<file path="src/rtl/if_pkg.sv">
// Shared fetch-path types and constants: default address/instruction widths,
// the buffered fetch entry, and the sequential PC increment.
package if_pkg;

   localparam int XLEN_DEF   = 32;
   localparam int INSN_W_DEF = 32;
   localparam int PC_STEP    = 4;

   typedef logic [XLEN_DEF-1:0]   addr_t;
   typedef logic [INSN_W_DEF-1:0] insn_t;

   typedef struct packed {
      addr_t pc;
      insn_t insn;
   } fetch_entry_t;

endpackage

</file>
<file path="src/rtl/fetch_fifo.sv">
// DEPTH-entry registered FIFO of fetch entries with push/pop/flush and an
// occupancy count; the head is read straight from storage (no bypass).
module fetch_fifo
   import if_pkg::*;
#(
   parameter int  DEPTH   = 4,
   parameter type entry_t = fetch_entry_t
) (
   input  logic                     clk,
   input  logic                     rst,
   input  logic                     push_i,
   input  entry_t                   push_data_i,
   input  logic                     pop_i,
   input  logic                     flush_i,
   output logic                     valid_o,
   output entry_t                   head_o,
   output logic [$clog2(DEPTH):0]   count_o
);

   localparam int AW = $clog2(DEPTH);
   localparam int CW = AW + 1;

   logic [AW-1:0] rd_ptr_q, wr_ptr_q;
   logic [CW-1:0] count_q;
   entry_t        mem_q [DEPTH];
   logic          do_pop;

   assign do_pop  = pop_i && (count_q != '0);
   assign valid_o = (count_q != '0);
   assign head_o  = mem_q[rd_ptr_q];
   assign count_o = count_q;

   always_ff @(posedge clk or negedge rst) begin
      if (!rst) begin
         rd_ptr_q <= '0;
         wr_ptr_q <= '0;
         count_q  <= '0;
         for (int i = 0; i < DEPTH; i++) mem_q[i] <= '0;
      end else if (flush_i) begin
         rd_ptr_q <= '0;
         wr_ptr_q <= '0;
         count_q  <= '0;
      end else begin
         if (push_i) begin
            mem_q[wr_ptr_q] <= push_data_i;
            wr_ptr_q        <= wr_ptr_q + AW'(1);
         end
         if (do_pop) rd_ptr_q <= rd_ptr_q + AW'(1);
         count_q <= count_q + CW'(push_i) - CW'(do_pop);
      end
   end

   // Upstream credit accounting must never let a push land on a full queue.
   assert property (@(posedge clk) disable iff (!rst)
      !(push_i && !flush_i && count_q == CW'(DEPTH)));

endmodule

</file>
<file path="src/rtl/if_fetch_queue.sv">
// Instruction fetch with credit-limited sequential PC generation, 1-cycle memory
// response tracking and a decoupling FIFO. `define IF_PERF_CNT_EN adds perf counters.
module if_fetch_queue
   import if_pkg::*;
#(
   parameter int               XLEN     = XLEN_DEF,
   parameter int               INSN_W   = INSN_W_DEF,
   parameter int               DEPTH    = 4,
   parameter logic [XLEN-1:0]  RESET_PC = '0
`ifdef IF_PERF_CNT_EN
   , parameter int             CNT_W    = 32
`endif
) (
   input  logic               clk,
   input  logic               rst,
   input  logic               redirect_valid,
   input  logic [XLEN-1:0]    redirect_pc,
   output logic               imem_req,
   output logic [XLEN-1:0]    imem_addr,
   input  logic [INSN_W-1:0]  imem_rdata,
   output logic               out_valid,
   input  logic               out_ready,
   output logic [XLEN-1:0]    out_pc,
   output logic [INSN_W-1:0]  out_insn
`ifdef IF_PERF_CNT_EN
   , output logic [CNT_W-1:0] perf_fetched
   , output logic [CNT_W-1:0] perf_flushed
   , output logic [CNT_W-1:0] perf_stall
`endif
);

   typedef struct packed {
      logic [XLEN-1:0]   pc;
      logic [INSN_W-1:0] insn;
   } entry_t;

   localparam int CW = $clog2(DEPTH) + 1;

   logic [XLEN-1:0] pc_q, pc_d, inflight_pc_q, inflight_pc_d, target;
   logic            inflight_q, inflight_d;
   logic [CW-1:0]   count;
   logic [CW:0]     occupancy;
   logic            credit_ok, issue, redirect, push, pop;
   entry_t          head;
   logic            unused_lsbs;

   assign unused_lsbs = ^redirect_pc[1:0];
   assign target      = {redirect_pc[XLEN-1:2], 2'b00};
   assign redirect    = rst && redirect_valid;

   // Buffered plus in-flight entries never exceed DEPTH, so a response always has room.
   assign occupancy = {1'b0, count} + (CW+1)'(inflight_q);
   assign credit_ok = occupancy < (CW+1)'(DEPTH);
   assign issue     = rst && !redirect_valid && credit_ok;

   assign imem_req      = redirect || issue;
   assign imem_addr     = redirect ? target : pc_q;
   assign inflight_d    = imem_req;
   assign inflight_pc_d = imem_addr;

   always_comb begin
      pc_d = pc_q;
      if (redirect)   pc_d = target + XLEN'(PC_STEP);
      else if (issue) pc_d = pc_q + XLEN'(PC_STEP);
   end

   always_ff @(posedge clk or negedge rst) begin
      if (!rst) begin
         pc_q          <= RESET_PC;
         inflight_q    <= 1'b0;
         inflight_pc_q <= '0;
      end else begin
         pc_q          <= pc_d;
         inflight_q    <= inflight_d;
         inflight_pc_q <= inflight_pc_d;
      end
   end

   // A response returning in a redirect cycle belongs to the squashed path.
   assign push = inflight_q && !redirect_valid;
   assign pop  = out_valid && out_ready;

   fetch_fifo #(
      .DEPTH   (DEPTH),
      .entry_t (entry_t)
   ) u_fifo (
      .clk         (clk),
      .rst         (rst),
      .push_i      (push),
      .push_data_i ('{pc: inflight_pc_q, insn: imem_rdata}),
      .pop_i       (pop),
      .flush_i     (redirect_valid),
      .valid_o     (out_valid),
      .head_o      (head),
      .count_o     (count)
   );

   assign out_pc   = head.pc;
   assign out_insn = head.insn;

`ifdef IF_PERF_CNT_EN
   logic [CNT_W-1:0] fetched_q, flushed_q, stall_q;

   function automatic logic [CNT_W-1:0] sat_add(input logic [CNT_W-1:0] a,
                                                input logic [CNT_W-1:0] b);
      logic [CNT_W:0] s;
      s = {1'b0, a} + {1'b0, b};
      return s[CNT_W] ? '1 : s[CNT_W-1:0];
   endfunction

   always_ff @(posedge clk or negedge rst) begin
      if (!rst) begin
         fetched_q <= '0;
         flushed_q <= '0;
         stall_q   <= '0;
      end else begin
         if (pop) fetched_q <= sat_add(fetched_q, CNT_W'(1));
         if (redirect_valid) flushed_q <= sat_add(flushed_q, CNT_W'(occupancy));
         if (out_ready && !out_valid && !redirect_valid) stall_q <= sat_add(stall_q, CNT_W'(1));
      end
   end

   assign perf_fetched = fetched_q;
   assign perf_flushed = flushed_q;
   assign perf_stall   = stall_q;
`endif

endmodule

</file>
<file path="config.mk">
export PLATFORM = sky130hd
export DESIGN_NAME = if_fetch_queue
export DESIGN_NICKNAME = d
export VERILOG_FILES = /design/src/rtl/if_pkg.sv /design/src/rtl/fetch_fifo.sv /design/src/rtl/if_fetch_queue.sv
export SDC_FILE = /design/constraint.sdc
export NUM_CORES = 1
export LEC_CHECK = 0
export CAP_MARGIN = 10
export CORE_UTILIZATION = 35
export DETAILED_ROUTE_END_ITERATION = 8
export GPL_ROUTABILITY_DRIVEN = 0
export PLACE_DENSITY = 0.53
export SYNTH_ARGS = -nofsm -noshare
export SYNTH_HDL_FRONTEND = slang
export SYNTH_SLANG_ARGS = --single-unit
</file>
<file path="constraint.sdc">
create_clock -name clk -period 2.1 [get_ports clk]
set_input_delay 0.21 -clock clk [delete_from_list [all_inputs] [get_ports clk]]
set_output_delay 0.21 -clock clk [all_outputs]
set_load 0.02 [all_outputs]
</file>
==> results of run 1 <==
-- state kept, by name, indices dropped and copies added, names as in the netlist --
register / flops
inflight_pc_q: 30
inflight_q: 1
u_fifo.wr_ptr_q: 2
u_fifo.mem_q: 248
pc_q: 30
u_fifo.count_o: 3
u_fifo.rd_ptr_q: 2
-- per-stage QoR --
stage / setup TNS (ns) / worst slack [ns] / total power, uW / util
2_1_floorplan: -2.21 / -0.329 / 16800 / -
3_3_place_gp: -27.59 / -0.401 / 21700 / 0.438
3_5_place_dp: -31.84 / -0.438 / 21900 / 0.438
4_1_cts: -9.50 / -0.229 / 28500 / 0.472
5_1_grt: -10.03 / -0.211 / 30100 / 0.477
6_report: -5.18 / -0.137 / 28500 / 0.477
-- worst paths after layout --
kind	startpoint	endpoint	slack (ns)
min in group clk	rst	pc_q[6]	0.26
hold / removal	rst	inflight_q	-0.04
setup / recovery	u_fifo.rd_ptr_q[0]	out_pc[12]	-0.14
setup reg to reg	pc_q[2]	pc_q[28]	0.06
max in group asynchronous	rst	u_fifo.rd_ptr_q[1]	1.21
hold reg to reg	pc_q[31]	pc_q[31]	0.49
-- what timing repair did --
action	in CTS	in global routing
cloned	4	1
gates resized for setup	386	43
hold endpoints to repair	49	0
pin swaps	2	12
hold buffers	3	0
setup buffers	6	6
endpoints found under the setup margin	91	76
-- where the power goes --
part	internal (uW)	total [uW]	leakage, uW	switching (uW)
Sequential	8820	10300	0.00397	1500
Combinational	6740	11900	0.00399	5150
Clock	3760	6250	0.000582	2490
Total	19300	28500	0.00854	9130
-- area by class of cell --
class,count,area share
Antenna cell,1,0.000131
Sequential cell,316,0.416
Tap cell,525,0.0345
Inverter,11,0.00217
Timing Repair Buffer,294,0.162
Clock buffer,57,0.0585
Multi-Input combinational cell,601,0.323
Clock inverter,7,0.00335
-- routing by layer --
metal | vias to the layer above | wire length (um)
met5 | - | 0
met2 | 175 | 16700
met1 | 4636 | 17100
met3 | 44 | 1600
met4 | 0 | 558
li1 | 4118 | -
-- cell families after synthesis --
logic type,count (synthesis),synth area share
multiplexers,321,0.303
adder cells (fa/ha/maj),9,0.00844
other,1,0.000263
buffers and inverters,72,0.0255
AND/OR/NAND/NOR,178,0.0630
flip-flops,316,0.556
AO/OA/AOI/OAI,60,0.0265
XOR/XNOR,29,0.0178
-- synth_stat cells (all sizes together) (2+ instances only) --
library cell / instances / area (sq um)
a21bo: 2 / 20.0
a21oi: 7 / 35.0
and2: 4 / 25.0
buf: 46 / 265
clkbuf: 15 / 56.3
dfrtp: 316 / 7910
ha: 8 / 100
inv: 11 / 41.3
mux2: 255 / 2880
mux2i: 4 / 40.0
mux4: 62 / 1400
nand2: 111 / 417
nand3: 8 / 50.1
nand4: 23 / 171
nor2: 11 / 41.3
nor2b: 3 / 18.8
nor3: 4 / 25.0
nor3b: 4 / 30.0
nor4: 3 / 46.3
nor4b: 3 / 45.0
o21ai: 41 / 235
o31ai: 3 / 27.5
xnor2: 22 / 193
xor2: 7 / 61.3
-- tightest hold or removal path, stage by stage --
cell    delay, ns
buf_8        0.12
buf_12       0.15
buf_12       0.50
==> impl_metrics.env, run 1 <==
export IMPL_met1_usage=0.255
export IMPL_clock_latency_ns=0.54
export IMPL_busiest_layer="met2"
export IMPL_start_util=0.357
export IMPL_cts_root_buf="clkbuf_16"
export IMPL_synth_edf_count=0
export IMPL_met3_usage=0.0310
export IMPL_rsz0062_at_grt="yes"
export IMPL_stdcell_count=1812
export IMPL_finalSetupViolations=62
export IMPL_max_freq_mhz=447
export IMPL_clkTransAtPathRegs_ns=0.06
export IMPL_overflow=0
export IMPL_fin_crit_sh=1.07
export IMPL_drt_drc_violations_left=0
export IMPL_grt_util_all_layers=0.177
export IMPL_power_density_nw_per_um2=1490
export IMPL_synthArstFlopShare=1.00
export IMPL_ant_nets=0
export IMPL_clockBufferDepth=3
export IMPL_antenna_found_initial=1
export IMPL_cp_max_fo=6
export IMPL_yosys_warnings=0
export IMPL_dieArea_sq_um=41500
export IMPL_status="finished, violations left"
export IMPL_ys_seq_area_frac=0.556
export IMPL_finClkSkew_ns=0.0102
export IMPL_area_growth_synth_to_final_pct=33.8
export IMPL_viasPerCell=4.95
export IMPL_placed_area_sq_um=17500
export IMPL_core_sq_um=39900
export IMPL_worst_path_max_delay_cell="mux4_2"
export IMPL_cts_sinks=316
export IMPL_required_ns=1.89
export IMPL_port_buffers=159
export IMPL_htreeDepth=2
export IMPL_dpl_hpwl_mm=23.7
export IMPL_relSlewSlack=0.317
export IMPL_via_count=8973
export IMPL_peakVddDrop_uv=683
export IMPL_total_leakage_power_uw=0.00854
export IMPL_cap_violations=0
export IMPL_rows=73
export IMPL_fillers=3551
export IMPL_critPathKind="reg -> out"
export IMPL_final_common_cell="dfrtp_1"
export IMPL_post_place_cells=1728
export IMPL_final_cell_mix="dfrtp_1, mux2_2, nand2_1, buf_4, clkdlybuf4s50_1"
export IMPL_critPathBufInv=3
export IMPL_grt_max_degree=138
export IMPL_drive_above_1_share=0.487
export IMPL_violations="negative hold slack, negative setup slack"
export IMPL_die_w_um=204
export IMPL_multiInputGateArea_sq_um=6160
export IMPL_finalInstanceArea_sq_um=19000
export IMPL_final_nets=1338
export IMPL_drt_iter0_drc=454
export IMPL_ys_types=50
export IMPL_routed_wl_mm=36.0
export IMPL_setup_ws_ns=-0.137
export IMPL_ys_seq_elements=316
export IMPL_min_period_ns=2.24
export IMPL_grtUsageMet2=0.276
export IMPL_crit_path_end_kind="output pin"
export IMPL_synth_cells=986
export IMPL_ios=166
export IMPL_tightest_slew_ns=1.02
export IMPL_grt_pass1_vias=9459
export IMPL_grt_pass1_wl_mm=56.3
export IMPL_finalHoldViolations=26
export IMPL_seq_area_sq_um=7920
export IMPL_crit_path_start_kind="flip-flop"
export IMPL_slowest_delay_ns=0.54
export IMPL_hold_slack_ns=-0.0383
export IMPL_synth_flop_cell="dfrtp_1"
export IMPL_routedWlPerCell_um=19.9
export IMPL_avgSynthCellArea_sq_um=14.4
export IMPL_worst_path_stages=4
export IMPL_path_cells="buf_6 > buf_16 > mux4_2 > buf_6"
export IMPL_die_height_um=204
export IMPL_cts_buffers=37
export IMPL_slew_violations=0
export IMPL_first_pass_iters=4
export IMPL_r2r_cells=9
export IMPL_crit_family="multiplexers"
export IMPL_hp_class="in -> async"
export IMPL_netlist_area_sq_um=14200
export IMPL_cp_arrival_ns=2.03
export IMPL_path_common_cell="buf_6"
export IMPL_cts_tree="done"
Note: power is estimated with default switching activity, not from simulation.
==> run 2: changes to the inputs <==
--- a/config.mk
+++ b/config.mk
@@ -6,10 +6,13 @@
 export NUM_CORES = 1
 export LEC_CHECK = 0
 export CAP_MARGIN = 10
+export CELL_PAD_IN_SITES_DETAIL_PLACEMENT = 1
+export CELL_PAD_IN_SITES_GLOBAL_PLACEMENT = 1
+export CORE_MARGIN = 1
 export CORE_UTILIZATION = 35
 export DETAILED_ROUTE_END_ITERATION = 8
 export GPL_ROUTABILITY_DRIVEN = 0
-export PLACE_DENSITY = 0.53
+export PLACE_DENSITY = 0.62
 export SYNTH_ARGS = -nofsm -noshare
 export SYNTH_HDL_FRONTEND = slang
 export SYNTH_SLANG_ARGS = --single-unit
==> run 2 against run 1 <==
  * The flow finishes with violations (negative setup slack)
  * Clock power grew 10%
  * Clock-buffer cell count down 7
  * Via count grew 2.6%
  * Hold slack better by 0.18 ns
  * First-iteration DRC count is 24% lower
  * Total power rose by 4.5%
  * Worst setup slack got worse by 0.047 ns
  * Cell area is 1.7% higher
  * Routed wire length up 8.9%
  * Largest power group unchanged
==> impl_metrics.env, run 2 (synthesis gave the netlist of run 1 again) <==
export IMPL_slew_violations=0
export IMPL_antenna_found_initial=0
export IMPL_finClkSkew_ns=0.0120
export IMPL_ios=166
export IMPL_rsz0062_at_grt="yes"
export IMPL_clockBufferDepth=3
export IMPL_dieArea_sq_um=41500
export IMPL_violations="negative setup slack"
export IMPL_final_cell_mix="dfrtp_1, mux2_2, nand2_1, buf_4, buf_6"
export IMPL_cp_arrival_ns=2.07
export IMPL_worst_path_stages=4
export IMPL_placed_area_sq_um=17400
export IMPL_viasPerCell=5.03
export IMPL_finalInstanceArea_sq_um=19400
export IMPL_overflow=0
export IMPL_htreeDepth=2
export IMPL_finalPower_uw=29700
export IMPL_cap_violations=0
export IMPL_core_sq_um=39900
export IMPL_required_ns=1.89
export IMPL_max_freq_mhz=438
export IMPL_port_buffers=159
export IMPL_via_count=9209
export IMPL_drt_iter0_drc=344
export IMPL_die_height_um=204
export IMPL_fin_crit_sh=1.09
export IMPL_fillers=4008
export IMPL_grt_util_all_layers=0.197
export IMPL_status="finished, violations left"
export IMPL_drt_drc_violations_left=0
export IMPL_ant_nets=0
export IMPL_finalSetupViolations=62
export IMPL_cts_sinks=316
export IMPL_largest_register="u_fifo.mem_q"
export IMPL_final_nets=1352
export IMPL_setup_ws_ns=-0.184
export IMPL_hp_class="in -> async"
export IMPL_total_leakage_power_uw=0.00867
export IMPL_routed_wl_mm=39.2
export IMPL_grt_pass1_wl_mm=62.1
export IMPL_grt_pass1_vias=10300
export IMPL_power_density_nw_per_um2=1530
export IMPL_cts_tree="done"
export IMPL_cp_max_fo=5
export IMPL_top_regs="u_fifo.mem_q: 248 flops, inflight_pc_q: 30 flops, pc_q: 30 flops"
export IMPL_crit_path_end_kind="output pin"
export IMPL_tightest_slew_ns=0.684
export IMPL_slowest_delay_ns=0.58
export IMPL_rows=73
export IMPL_worst_path_max_delay_cell="mux4_2"
export IMPL_min_period_ns=2.28
export IMPL_crit_path_start_kind="flip-flop"
export IMPL_path_cells="buf_12 > buf_16 > mux4_2 > buf_6"
export IMPL_peakVddDrop_uv=872
export IMPL_final_common_cell="dfrtp_1"
export IMPL_cts_root_buf="clkbuf_16"
export IMPL_stdcell_count=1830
export IMPL_clkTransAtPathRegs_ns=0.06
export IMPL_drive_above_1_share=0.493
export IMPL_largest_reg_flops=248
export IMPL_finalHoldViolations=0
export IMPL_final_core_util=0.485
export IMPL_dpl_hpwl_mm=25.5
export IMPL_start_util=0.357
export IMPL_routedWlPerCell_um=21.4
export IMPL_grt_max_degree=157
export IMPL_cts_buffers=38
export IMPL_r2r_cells=8
export IMPL_fin_setup_tns_ns=-6.83
export IMPL_relSlewSlack=0.544
export IMPL_first_pass_iters=4
export IMPL_critPathBufInv=3
export IMPL_diodes=0
export IMPL_area_growth_synth_to_final_pct=36.1
export IMPL_clock_latency_ns=0.54
export IMPL_crit_family="multiplexers"
export IMPL_critPathKind="reg -> out"
export IMPL_post_place_cells=1727
export IMPL_die_w_um=204
-- run 2: cell count changes in the layout (fill, tap and decap cells not counted), moves of 5 or more --
cell        delta
clkbuf_1       -8
buf_16         +7
buf_6         +13
clkinv_2       +6
buf_12         -9
buf_2          -5
clkinvlp_4     +5
-- run 2: worst min-delay path, delay by kind of cell --
family | cells | cell delay [ns]
buffers and inverters | 3 | 0.79
-- run 2: final timing paths --
check | slack [ns] | endpoint | from
worst max-delay path | -0.18 | out_pc[15] | u_fifo.rd_ptr_q[0]
worst min-delay path | 0.14 | pc_q[13] | rst
worst max register to register | 0.06 | u_fifo.count_o[1] | u_fifo.count_o[0]
worst min register to register | 0.50 | pc_q[31] | pc_q[31]
max in group asynchronous | 0.52 | u_fifo.mem_q[200] | rst
min in group clk | 0.24 | inflight_pc_q[2] | rst
-- run 2: cell type report --
| type | instances | area (sq um) | area share |
|---|---|---|---|
| flip-flops and latches | 316 | 7910 | 0.409 |
| multi-input cells | 601 | 6130 | 0.317 |
| repair buffers | 307 | 3290 | 0.170 |
| clock buffers | 50 | 1120 | 0.0578 |
| well taps | 525 | 657 | 0.0339 |
| clock inverters | 20 | 213 | 0.0110 |
| inverters | 11 | 43.8 | 0.00226 |
-- run 2: layer usage --
layer | vias to the layer above | track usage | share of wire
li1 | 4158 | - | -
met1 | 4849 | 0.279 | 0.47
met2 | 155 | 0.313 | 0.48
met3 | 47 | 0.0296 | 0.033
met4 | 0 | 0.0542 | 0.018
met5 | - | 0 | 0
-- run 2: report_power, final --
part           internal, uW  total, uW  switching (uW)
Clock                  4260       6900            2650
Combinational          7010      12400            5430
Sequential             8820      10400            1560
-- run 2: timing repair --
item | CTS | global route
endpoints found under the hold margin | 47 | 0
gates resized for setup | 430 | 22
setup endpoints to repair | 94 | 246
setup buffers | 12 | 6
hold buffers | 7 | 0
pin swaps | 1 | 12
gates cloned | 6 | 2
-- run 2: through the flow --
step                setup slack, ns  hold slack (ns)
floorplan                    -0.329          -0.0856
finish                       -0.184            0.138
global route                 -0.234            0.135
CTS                          -0.238            0.111
detailed placement           -0.499            0.146
global placement             -0.408            0.151
